===== config.mk =====
export PLATFORM = sky130hd
export DESIGN_NAME = systolic_drain
export DESIGN_NICKNAME = d
export VERILOG_FILES = /design/src/rtl/matrix_mult_pkg.sv /design/src/rtl/sync_fifo.sv /design/src/rtl/systolic_drain.sv
export SDC_FILE = /design/constraint.sdc
export NUM_CORES = 1
export LEC_CHECK = 0
export CAP_MARGIN = 30
export CORE_MARGIN = 2
export CORE_UTILIZATION = 60
export CTS_BUF_LIST = sky130_fd_sc_hd__clkbuf_4 sky130_fd_sc_hd__clkbuf_8
export DETAILED_ROUTE_END_ITERATION = 6
export GPL_ROUTABILITY_DRIVEN = 0
export PLACE_DENSITY = 0.78
export SYNTH_ARGS = -nofsm -noshare
export SYNTH_HDL_FRONTEND = slang
export SYNTH_SLANG_ARGS = --single-unit

===== constraint.sdc =====
create_clock -name clk_i -period 12.3 [get_ports clk_i]
set_input_delay 1.23 -clock clk_i [delete_from_list [all_inputs] [get_ports clk_i]]
set_output_delay 1.23 -clock clk_i [all_outputs]
set_load 0.05 [all_outputs]

===== src/rtl/matrix_mult_pkg.sv =====
// Shared types for the matrix-multiply array edge blocks.
// Drain FSM states, result-vector layout and window helper.
package matrix_mult_pkg;

  localparam int P_WIDTH = 8;
  localparam int P_ROW   = 4;
  localparam int P_COL   = 4;

  typedef enum logic {
    DRAIN_IDLE,
    DRAIN_CAPTURE
  } drain_state_e;

  typedef struct packed {
    logic                           last;
    logic [P_COL-1:0][P_WIDTH-1:0] data;
  } res_vec_t;

  function automatic int win_len(int row, int col);
    return row + col - 1;
  endfunction

endpackage


===== src/rtl/sync_fifo.sv =====
// Single-clock FIFO with registered storage and zeroed output when empty.
// Push and pop may coincide at any occupancy, including full.
module sync_fifo #(
  parameter int DATA_W = 33,
  parameter int DEPTH  = 8
) (
  input  logic                       clk_i,
  input  logic                       rst_i,
  input  logic                       push_i,
  input  logic                       pop_i,
  input  logic [DATA_W-1:0]          din_i,
  output logic [DATA_W-1:0]          dout_o,
  output logic [$clog2(DEPTH):0]     count_o,
  output logic                       full_o,
  output logic                       empty_o
);

  localparam int AW = $clog2(DEPTH);
  localparam int CW = AW + 1;

  logic [DATA_W-1:0] mem_q [DEPTH];
  logic [AW-1:0]     wr_q, rd_q;
  logic [CW-1:0]     count_q, count_d;
  logic              do_push, do_pop;

  assign empty_o = (count_q == '0);
  assign full_o  = (count_q == CW'(DEPTH));
  assign do_pop  = pop_i && !empty_o;
  assign do_push = push_i && (!full_o || do_pop);

  always_comb begin
    count_d = count_q;
    unique case ({do_push, do_pop})
      2'b10:   count_d = count_q + CW'(1);
      2'b01:   count_d = count_q - CW'(1);
      default: count_d = count_q;
    endcase
  end

  always_ff @(posedge clk_i) begin
    if (rst_i) begin
      wr_q    <= '0;
      rd_q    <= '0;
      count_q <= '0;
    end else begin
      count_q <= count_d;
      if (do_push) wr_q <= wr_q + AW'(1);
      if (do_pop)  rd_q <= rd_q + AW'(1);
    end
  end

  always_ff @(posedge clk_i) begin
    if (do_push && !rst_i) mem_q[wr_q] <= din_i;
  end

  assign dout_o  = empty_o ? '0 : mem_q[rd_q];
  assign count_o = count_q;

endmodule


===== src/rtl/systolic_drain.sv =====
// De-skews diagonal south outputs of the systolic array into
// row-aligned result vectors and streams them out of a FIFO.
module systolic_drain
  import matrix_mult_pkg::*;
#(
  parameter int WIDTH = 8,
  parameter int ROW   = 4,
  parameter int COL   = 4,
  parameter int DEPTH = 8
) (
  input  logic                       clk_i,
  input  logic                       rst_i,
  input  logic                       start_i,
  input  logic [COL-1:0][WIDTH-1:0]  south_i,
  output logic                       start_ready_o,
  output logic                       busy_o,
  output logic                       m_valid_o,
  input  logic                       m_ready_i,
  output logic [COL-1:0][WIDTH-1:0]  m_data_o,
  output logic                       m_last_o,
  output logic                       err_o
);

  localparam int WIN  = win_len(ROW, COL);
  localparam int CNTW = $clog2(WIN) + 1;
  localparam int CW   = $clog2(DEPTH) + 1;
  localparam int DW   = COL * WIDTH + 1;

  drain_state_e    state_q, state_d;
  logic [CNTW-1:0] cnt_q, cnt_d;
  logic            err_q, err_d;

  logic [COL-1:0][WIDTH-1:0] aligned;
  logic [DW-1:0]             din, dout;
  logic [CW-1:0]             count, free;
  logic                      push, pop, full, empty, last;

  // Column c needs COL-1-c stages so every column lines up with the last.
  for (genvar c = 0; c < COL; c++) begin : g_col
    localparam int L = COL - 1 - c;
    if (L == 0) begin : g_direct
      assign aligned[c] = south_i[c];
    end else begin : g_dly
      logic [L-1:0][WIDTH-1:0] dl_q;
      always_ff @(posedge clk_i) begin
        dl_q[0] <= south_i[c];
        for (int j = 1; j < L; j++) dl_q[j] <= dl_q[j-1];
      end
      assign aligned[c] = dl_q[L-1];
    end
  end

  always_ff @(posedge clk_i) begin
    if (rst_i) begin
      state_q <= DRAIN_IDLE;
      cnt_q   <= '0;
      err_q   <= 1'b0;
    end else begin
      state_q <= state_d;
      cnt_q   <= cnt_d;
      err_q   <= err_d;
    end
  end

  always_comb begin
    state_d = state_q;
    cnt_d   = cnt_q;
    err_d   = err_q | (start_i & ~start_ready_o);
    unique case (state_q)
      DRAIN_IDLE: begin
        if (start_i && start_ready_o) begin
          state_d = DRAIN_CAPTURE;
          cnt_d   = CNTW'(1);
        end
      end
      DRAIN_CAPTURE: begin
        cnt_d = cnt_q + CNTW'(1);
        if (cnt_q == CNTW'(WIN - 1)) begin
          state_d = DRAIN_IDLE;
          cnt_d   = '0;
        end
      end
      default: state_d = DRAIN_IDLE;
    endcase
  end

  assign free = CW'(DEPTH) - count;

  always_comb begin
    start_ready_o = 1'b0;
    busy_o        = 1'b0;
    push          = 1'b0;
    last          = 1'b0;
    unique case (state_q)
      DRAIN_IDLE: start_ready_o = (free >= CW'(ROW));
      DRAIN_CAPTURE: begin
        busy_o = 1'b1;
        push   = (cnt_q >= CNTW'(COL - 1)) && !full;
        last   = (cnt_q == CNTW'(WIN - 1));
      end
      default: ;
    endcase
  end

  assign din       = {last, aligned};
  assign m_valid_o = !empty;
  assign pop       = m_valid_o && m_ready_i;
  assign m_data_o  = dout[DW-2:0];
  assign m_last_o  = dout[DW-1];
  assign err_o     = err_q;

  sync_fifo #(
    .DATA_W(DW),
    .DEPTH (DEPTH)
  ) u_fifo (
    .clk_i  (clk_i),
    .rst_i  (rst_i),
    .push_i (push),
    .pop_i  (pop),
    .din_i  (din),
    .dout_o (dout),
    .count_o(count),
    .full_o (full),
    .empty_o(empty)
  );

endmodule


==> summary.txt, run 1 <==
Run status
  – Outcome: finished, final reports clean

Cells and area
  – Layout cell share with drive strength beyond 1: 0.267
  – # diodes: 0
  – Final layout net count: 732
  – Area grow syn2layout: 18.8%

Logic synthesis
  – #FFs+latches synth: 331
  – Post-Syn Area: 0.0119 mm^2
  – Synthesized Nets: 620
  – Post-synth EDFFs: 264
  – Mapped Cells: 578
  – Synth Warn #: 0
  – Sequential area share after synthesis: 0.776
  – Async SR Flop Fraction: 0
  – Top_reg_cell synth: edfxtp_1
  – Post-synth cell types: 43
  – Syn_area_per_cell: 20.7 um^2

Floorplan
  – Ports: 73
  – Die Wd: 145 um
  – Initial Utilization: 0.612
  – Core Region: 0.0195 mm^2
  – Row count: 51
  – Die area: 0.0211 mm^2
  – DIE HEIGHT: 145 um

Timing
  – Hold Fails Final Rpt: 0
  – Clock skew: 15.4 ps
  – Fin crit period: 4620 ps
  – Max-slew headroom: 0.347
  – Final setup fails: 0
  – Final worst-path cycle share: 0.375
  – RSZ-0062 raised after global routing: no
  – Pin slew with the least headroom to its limit: 980 ps
  – Setup TNS Final: 0 ps
  – Count of pins over their slew limit: 0
  – F_max: 217 MHz

CTS
  – Clock buffer count from CTS: 50
  – CTS max path bufs: 3
  – CTS Sinks: 331
  – Clk root buf: clkbuf_8
  – Hold bufs inserted after CTS: 0
  – CTS tree: done
  – Clk Latency, worst-skew pair: 560 ps
  – Post-CTS Setup Inserts: 0
  – PostCTS Resize Cnt: 0
  – H-Tree Depth: 2
  – Reg clk slew, reported paths: 60 ps

Detailed routing
  – Drt first pass iters: 5
  – DRC viols: 0
  – Drt via density: 5.82
  – Iter 0 DRT Violations: 399
  – Final ANT Viol Nets: 0
  – Routed wire per std cell: 21.7 um
  – Post-Route WL: 21600 um
  – DR vias: 5793

Setup path
  – Worst R2R Setup Slack: 8700 ps
  – Critical path class: flip-flop to output pin
  – Worst R2R Path Depth: 10
  – Worst Path Max Fanout: 46
  – Reg2reg start: u_fifo.count_o[0]
  – Max incr delay on CP: 760 ps
  – Slowest-stage cell, CP: clkdlybuf4s50_1
  – CP endpoint kind: output pin
  – Buffers plus inverters on the worst setup path: 3
  – CP delay by family, top: buffers and inverters
  – Worst path cell trace: buf_4 > buf_16 > mux4_2 > mux2i_1 > nor2_1 > clkdlybuf4s50_1
  – Worst flop-to-flop path endpoint: u_fifo.count_o[3]
  – Critical Path AT: 3390 ps
  – WP data required: 11070 ps
  – Startpoint Class: flip-flop

Pwr
  – Pleak: 0.00454 uW
  – Max rail drop VDD: 0.137 mV
  – Tot Pwr: 2240 uW
  – Power per cell area: 158 mW/mm^2

Worst hold path
  – Cells on Worst Hold Path: 0
  – Worst hold-check path type: flip-flop to flip-flop
  – WHS Endpoint: aligned[9]
  – Min-Delay Startpoint: g_col[1].g_dly.dl_q[1]

Place
  – DP HPWL: 11800 um
  – I/O Buffers: 72

Global route
  – Initial antenna violation count: 0
  – First-pass GRT wire length: 33900 um
  – Pin count of the biggest net entering global routing: 67
  – Aggregate global-route resource usage: 0.211
  – Grt total ovfl: 0
  – Vias in the first global route: 6014

Job
  – Max-cap viol count: 0
area by class of cell:
class	count	area [um^2]
clock inverter	7	93.8
multi-input combinational	212	2570
tap	265	332
clock buffer	86	1030
timing repair buffer	88	865
fill	1200	5340
inverter	7	26.3
sequential	331	9280
per-layer routing:
layer  vias to the layer above  track usage  wire length, um
met5                         -            0                0
met4                         0       0.0735              530
met3                        47       0.0390             1340
met2                       213        0.347            10800
met1                      2996        0.289             8890
li1                       2537            -                -
worst reg2reg max path: cells and delay by family (launching register included):
family	cells	cell delay (ps)
AOI/OAI and AO/OA	3	460
adders and majority gates	2	590
buffers and inverters	2	550
DFF	1	390
and+or+nand+nor	3	1520
state kept, by name, summed over array words and instances, names as in the netlist, named ones only:
register and count:
u_fifo.wr_q 3, u_fifo.mem_q 264, cnt_q 4, u_fifo.count_o 4, err_o 1, state_q 1, g_col.g_dly.dl_q 32, aligned 16
u_fifo.rd_q 3
cells in the final DEF, fill, tap and decap left out, types with 2 or more instances in the layout:
cell type	count
nand4_1	3
nor3_2	3
nor2_4	3
a211o_1	2
buf_4	14
clkdlybuf4s50_1	72
mux4_2	66
nor4b_1	2
nor2_1	49
nand2_1	3
edfxtp_1	264
bufinv_16	2
nand3_1	3
dfxtp_4	2
mux2i_1	35
clkinvlp_4	2
xor2_1	6
ha_1	5
inv_2	2
clkinv_2	2
a21oi_1	8
clkbuf_8	61
inv_1	5
clkbuf_4	25
dfxtp_1	64
per-stage QoR:
| step | utilization | hold slack, ps | instance area (um^2) | instances | setup WS, ps |
|---|---|---|---|---|---|
| 6_report | 0.727 | 322 | 14200 | 996 | 7680 |
| 5_1_grt | 0.727 | 322 | 14200 | 996 | 7510 |
| 2_1_floorplan | - | 310 | 11900 | 578 | 6970 |
| 3_3_place_gp | 0.667 | 309 | 13000 | 901 | 7980 |
| 4_1_cts | 0.725 | 322 | 14200 | 995 | 7250 |
| 3_5_place_dp | 0.668 | 312 | 13000 | 902 | 7900 |
how the worst max path moves through the flow:
stage / slack (ps) / endpoint / startpoint / depth (start not counted)
2_1_floorplan: 6970 / u_fifo.mem_q[0][0] / rst_i / 2
3_5_place_dp: 7900 / m_data_o[11] / flip-flop / 5
5_1_grt: 7510 / m_data_o[11] / flip-flop / 6
6_report: 7680 / m_data_o[11] / flip-flop / 6
3_3_place_gp: 7980 / m_data_o[14] / flip-flop / 5
4_1_cts: 7250 / m_data_o[11] / flip-flop / 5
synth_stat cells, types with 2 or more instances:
cell type / instances / share of area
edfxtp_1: 264 / 0.66
dfxtp_1: 67 / 0.11
mux4_2: 66 / 0.12
nor2_1: 52 / 0.016
mux2i_1: 35 / 0.029
clkbuf_1: 15 / 0.0047
a21oi_1: 8 / 0.0034
buf_2: 6 / 0.0025
buf_4: 6 / 0.0038
xor2_1: 6 / 0.0044
ha_1: 5 / 0.0052
inv_1: 5 / 0.0016
nand2_1: 3 / 0.00094
nand3_1: 3 / 0.0013
nand4_1: 3 / 0.0016
nor3_1: 3 / 0.0013
nor4b_1: 3 / 0.0022
a211o_1: 2 / 0.0015
inv_2: 2 / 0.00063
where the power goes:
part / internal [uW] / total (uW) / switching (uW)
Sequential: 1220 / 1230 / 11.9
Clock: 567 / 966 / 400
Combinational: 22.9 / 47.8 / 24.9
Total: 1810 / 2240 / 437
cell families after synthesis:
family / after synthesis / synth area share
multiplexers: 102 / 0.155
XOR/XNOR: 7 / 0.00513
buffers and inverters: 35 / 0.0135
AO/OA/AOI/OAI: 17 / 0.00995
flip-flops: 331 / 0.776
AND/OR/NAND/NOR: 80 / 0.0339
adder cells (fa/ha/maj): 6 / 0.00691
(Power assumes the default switching activity.)
==> run 2: changes to the inputs <==
==> constraint.sdc (replaced) <==
create_clock -name clk_i -period 4.53 [get_ports clk_i]
set_input_delay 0.453 -clock clk_i [delete_from_list [all_inputs] [get_ports clk_i]]
set_output_delay 0.453 -clock clk_i [all_outputs]
set_load 0.05 [all_outputs]
==> run 2 against run 1 <==
Net effect: critical path depth shrank 1; sequential power grew to 2.7 times the previous value; cell count is the same; die area is the same; power grew to 2.6 times the previous value; setup slack lost 6800 ps; cell area shrank 0.71%; count of clock-buffer cells in the layout shrank 5; first-iteration DRC count shrank 16%; combinational power grew to 2.7 times the previous value.
==> summary.txt, run 2 (synthesis results as in run 1) <==
Timing
  – Final setup fails: 0
  – Clock skew: 18.5 ps
  – Fin crit period: 3690 ps
  – RSZ-0062 raised after global routing: no
  – Max-slew headroom: 0.347
  – Final worst-path cycle share: 0.814
  – Count of pins over their slew limit: 0
  – Setup TNS Final: 0 ps
  – Pin slew with the least headroom to its limit: 980 ps
  – Setup ws final: 842 ps
  – F_max: 271 MHz
  – Hold Fails Final Rpt: 0

Setup path
  – Critical Path AT: 3240 ps
  – Startpoint Class: flip-flop
  – Critical path class: flip-flop to output pin
  – Slowest-stage cell, CP: dfxtp_4
  – WP data required: 4080 ps
  – Max incr delay on CP: 820 ps
  – CP endpoint kind: output pin
  – Worst Path Max Fanout: 37
  – Worst path cell trace: buf_4 > mux4_2 > mux2i_1 > nor2_1 > clkdlybuf4s50_1

Pwr
  – Power per cell area: 413 mW/mm^2
  – Pleak: 0.00450 uW
  – Max rail drop VDD: 0.374 mV

Place
  – DP Worst Slack: 1340 ps
  – DP HPWL: 12400 um
  – I/O Buffers: 72

Cells and area
  – Final layout net count: 735
  – Most common cell after layout, fill and taps aside: edfxtp_1
  – Commonest cells after routing, fill and taps aside: edfxtp_1, clkdlybuf4s50_1, mux4_2, dfxtp_1, clkbuf_8
  – Max FFs per register: 264
  – # diodes: 0
  – Layout cell share with drive strength beyond 1: 0.261
  – Largest Register: u_fifo.mem_q
  – Area grow syn2layout: 17.9%

Floorplan
  – DIE HEIGHT: 145 um
  – Row count: 51
  – Core Region: 0.0195 mm^2
  – Initial Utilization: 0.612
  – Die Wd: 145 um
  – Ports: 73
  – Die area: 0.0211 mm^2

Detailed routing
  – DRC viols: 0
  – Final ANT Viol Nets: 0
  – DR vias: 5662
  – Routed wire per std cell: 21.5 um
  – Drt first pass iters: 4
  – Post-Route WL: 21400 um
  – Drt via density: 5.68
  – Iter 0 DRT Violations: 335

CTS
  – Clk Latency, worst-skew pair: 550 ps
  – Clk root buf: clkbuf_8
  – PostCTS Resize Cnt: 0
  – CTS max path bufs: 3
  – H-Tree Depth: 2
  – CTS Sinks: 331
  – Hold bufs inserted after CTS: 0
  – Clock buffer count from CTS: 48
  – Reg clk slew, reported paths: 60 ps
  – Post-CTS Setup Inserts: 0
  – CTS tree: done

Global route
  – Initial antenna violation count: 1
  – Grt total ovfl: 0
  – First-pass GRT wire length: 33500 um
  – Vias in the first global route: 6041
  – Pin count of the biggest net entering global routing: 67
  – Aggregate global-route resource usage: 0.209

Run status
  – Outcome: finished, final reports clean

Job
  – Max-cap viol count: 0

Worst hold path
  – Worst hold-check path type: flip-flop to flip-flop
run 2: cell count changes in the layout (fill, tap and decap cells not counted), moves of 2 or more:
cell / before / now
buf_4: 14 / 21
clkinvlp_4: 2 / 0
clkbuf_8: 61 / 55
bufinv_16: 2 / 0
clkinv_1: 0 / 4
run 2: final cells by class:
type | instances | area (um^2)
clock inverters | 7 | 36.3
flip-flops and latches | 331 | 9280
repair buffers | 93 | 878
multi-input cells | 212 | 2580
fillers | 1152 | 5440
clock buffers | 81 | 952
well taps | 265 | 332
inverters | 7 | 26.3
run 2: path summary, 6_finish.rpt:
| path | from | endpoint | slack [ps] | depth (start not counted) |
|---|---|---|---|---|
| worst max-delay path | flip-flop | m_data_o[7] | 840 | 5 |
| worst min-delay path | g_col[0].g_dly.dl_q[4] | g_col[0].g_dly.dl_q[12] | 320 | 0 |
| worst max register to register | u_fifo.count_o[3] | u_fifo.count_o[3] | 1410 | 10 |
| worst min register to register | g_col[0].g_dly.dl_q[4] | g_col[0].g_dly.dl_q[12] | 320 | 0 |
run 2: layer usage:
metal	GRT usage	up-vias	wire [um]
li1	-	2546	-
met1	0.270	2898	8680
met2	0.365	184	11100
met3	0.0437	32	1240
met4	0.0598	2	350
met5	0	-	13
run 2: stage by stage:
step | total power, uW | instance area [um^2] | hold WS [ps] | instances | utilization
4_1_cts | 5870 | 14100 | 316 | 996 | 0.721
3_3_place_gp | 3520 | 13100 | 310 | 908 | 0.671
6_report | 5820 | 14100 | 322 | 996 | 0.721
3_5_place_dp | 3530 | 13100 | 312 | 908 | 0.671
2_1_floorplan | 3460 | 12000 | 310 | 578 | -
5_1_grt | 6000 | 14100 | 318 | 996 | 0.721
run 2: worst max-delay path, delay by kind of cell, from the launching register on:
| kind | cells | cell delay (ps) |
|---|---|---|
| buf+inv | 2 | 1020 |
| flops | 1 | 820 |
| mux | 2 | 750 |
| simple gates | 1 | 70 |
run 2: where the power goes:
part           switching [uW]  internal [uW]  total (uW)
sequential               33.9           3300        3340
combinational            66.1           62.8         129
clock                    1030           1320        2350
total                    1130           4690        5820
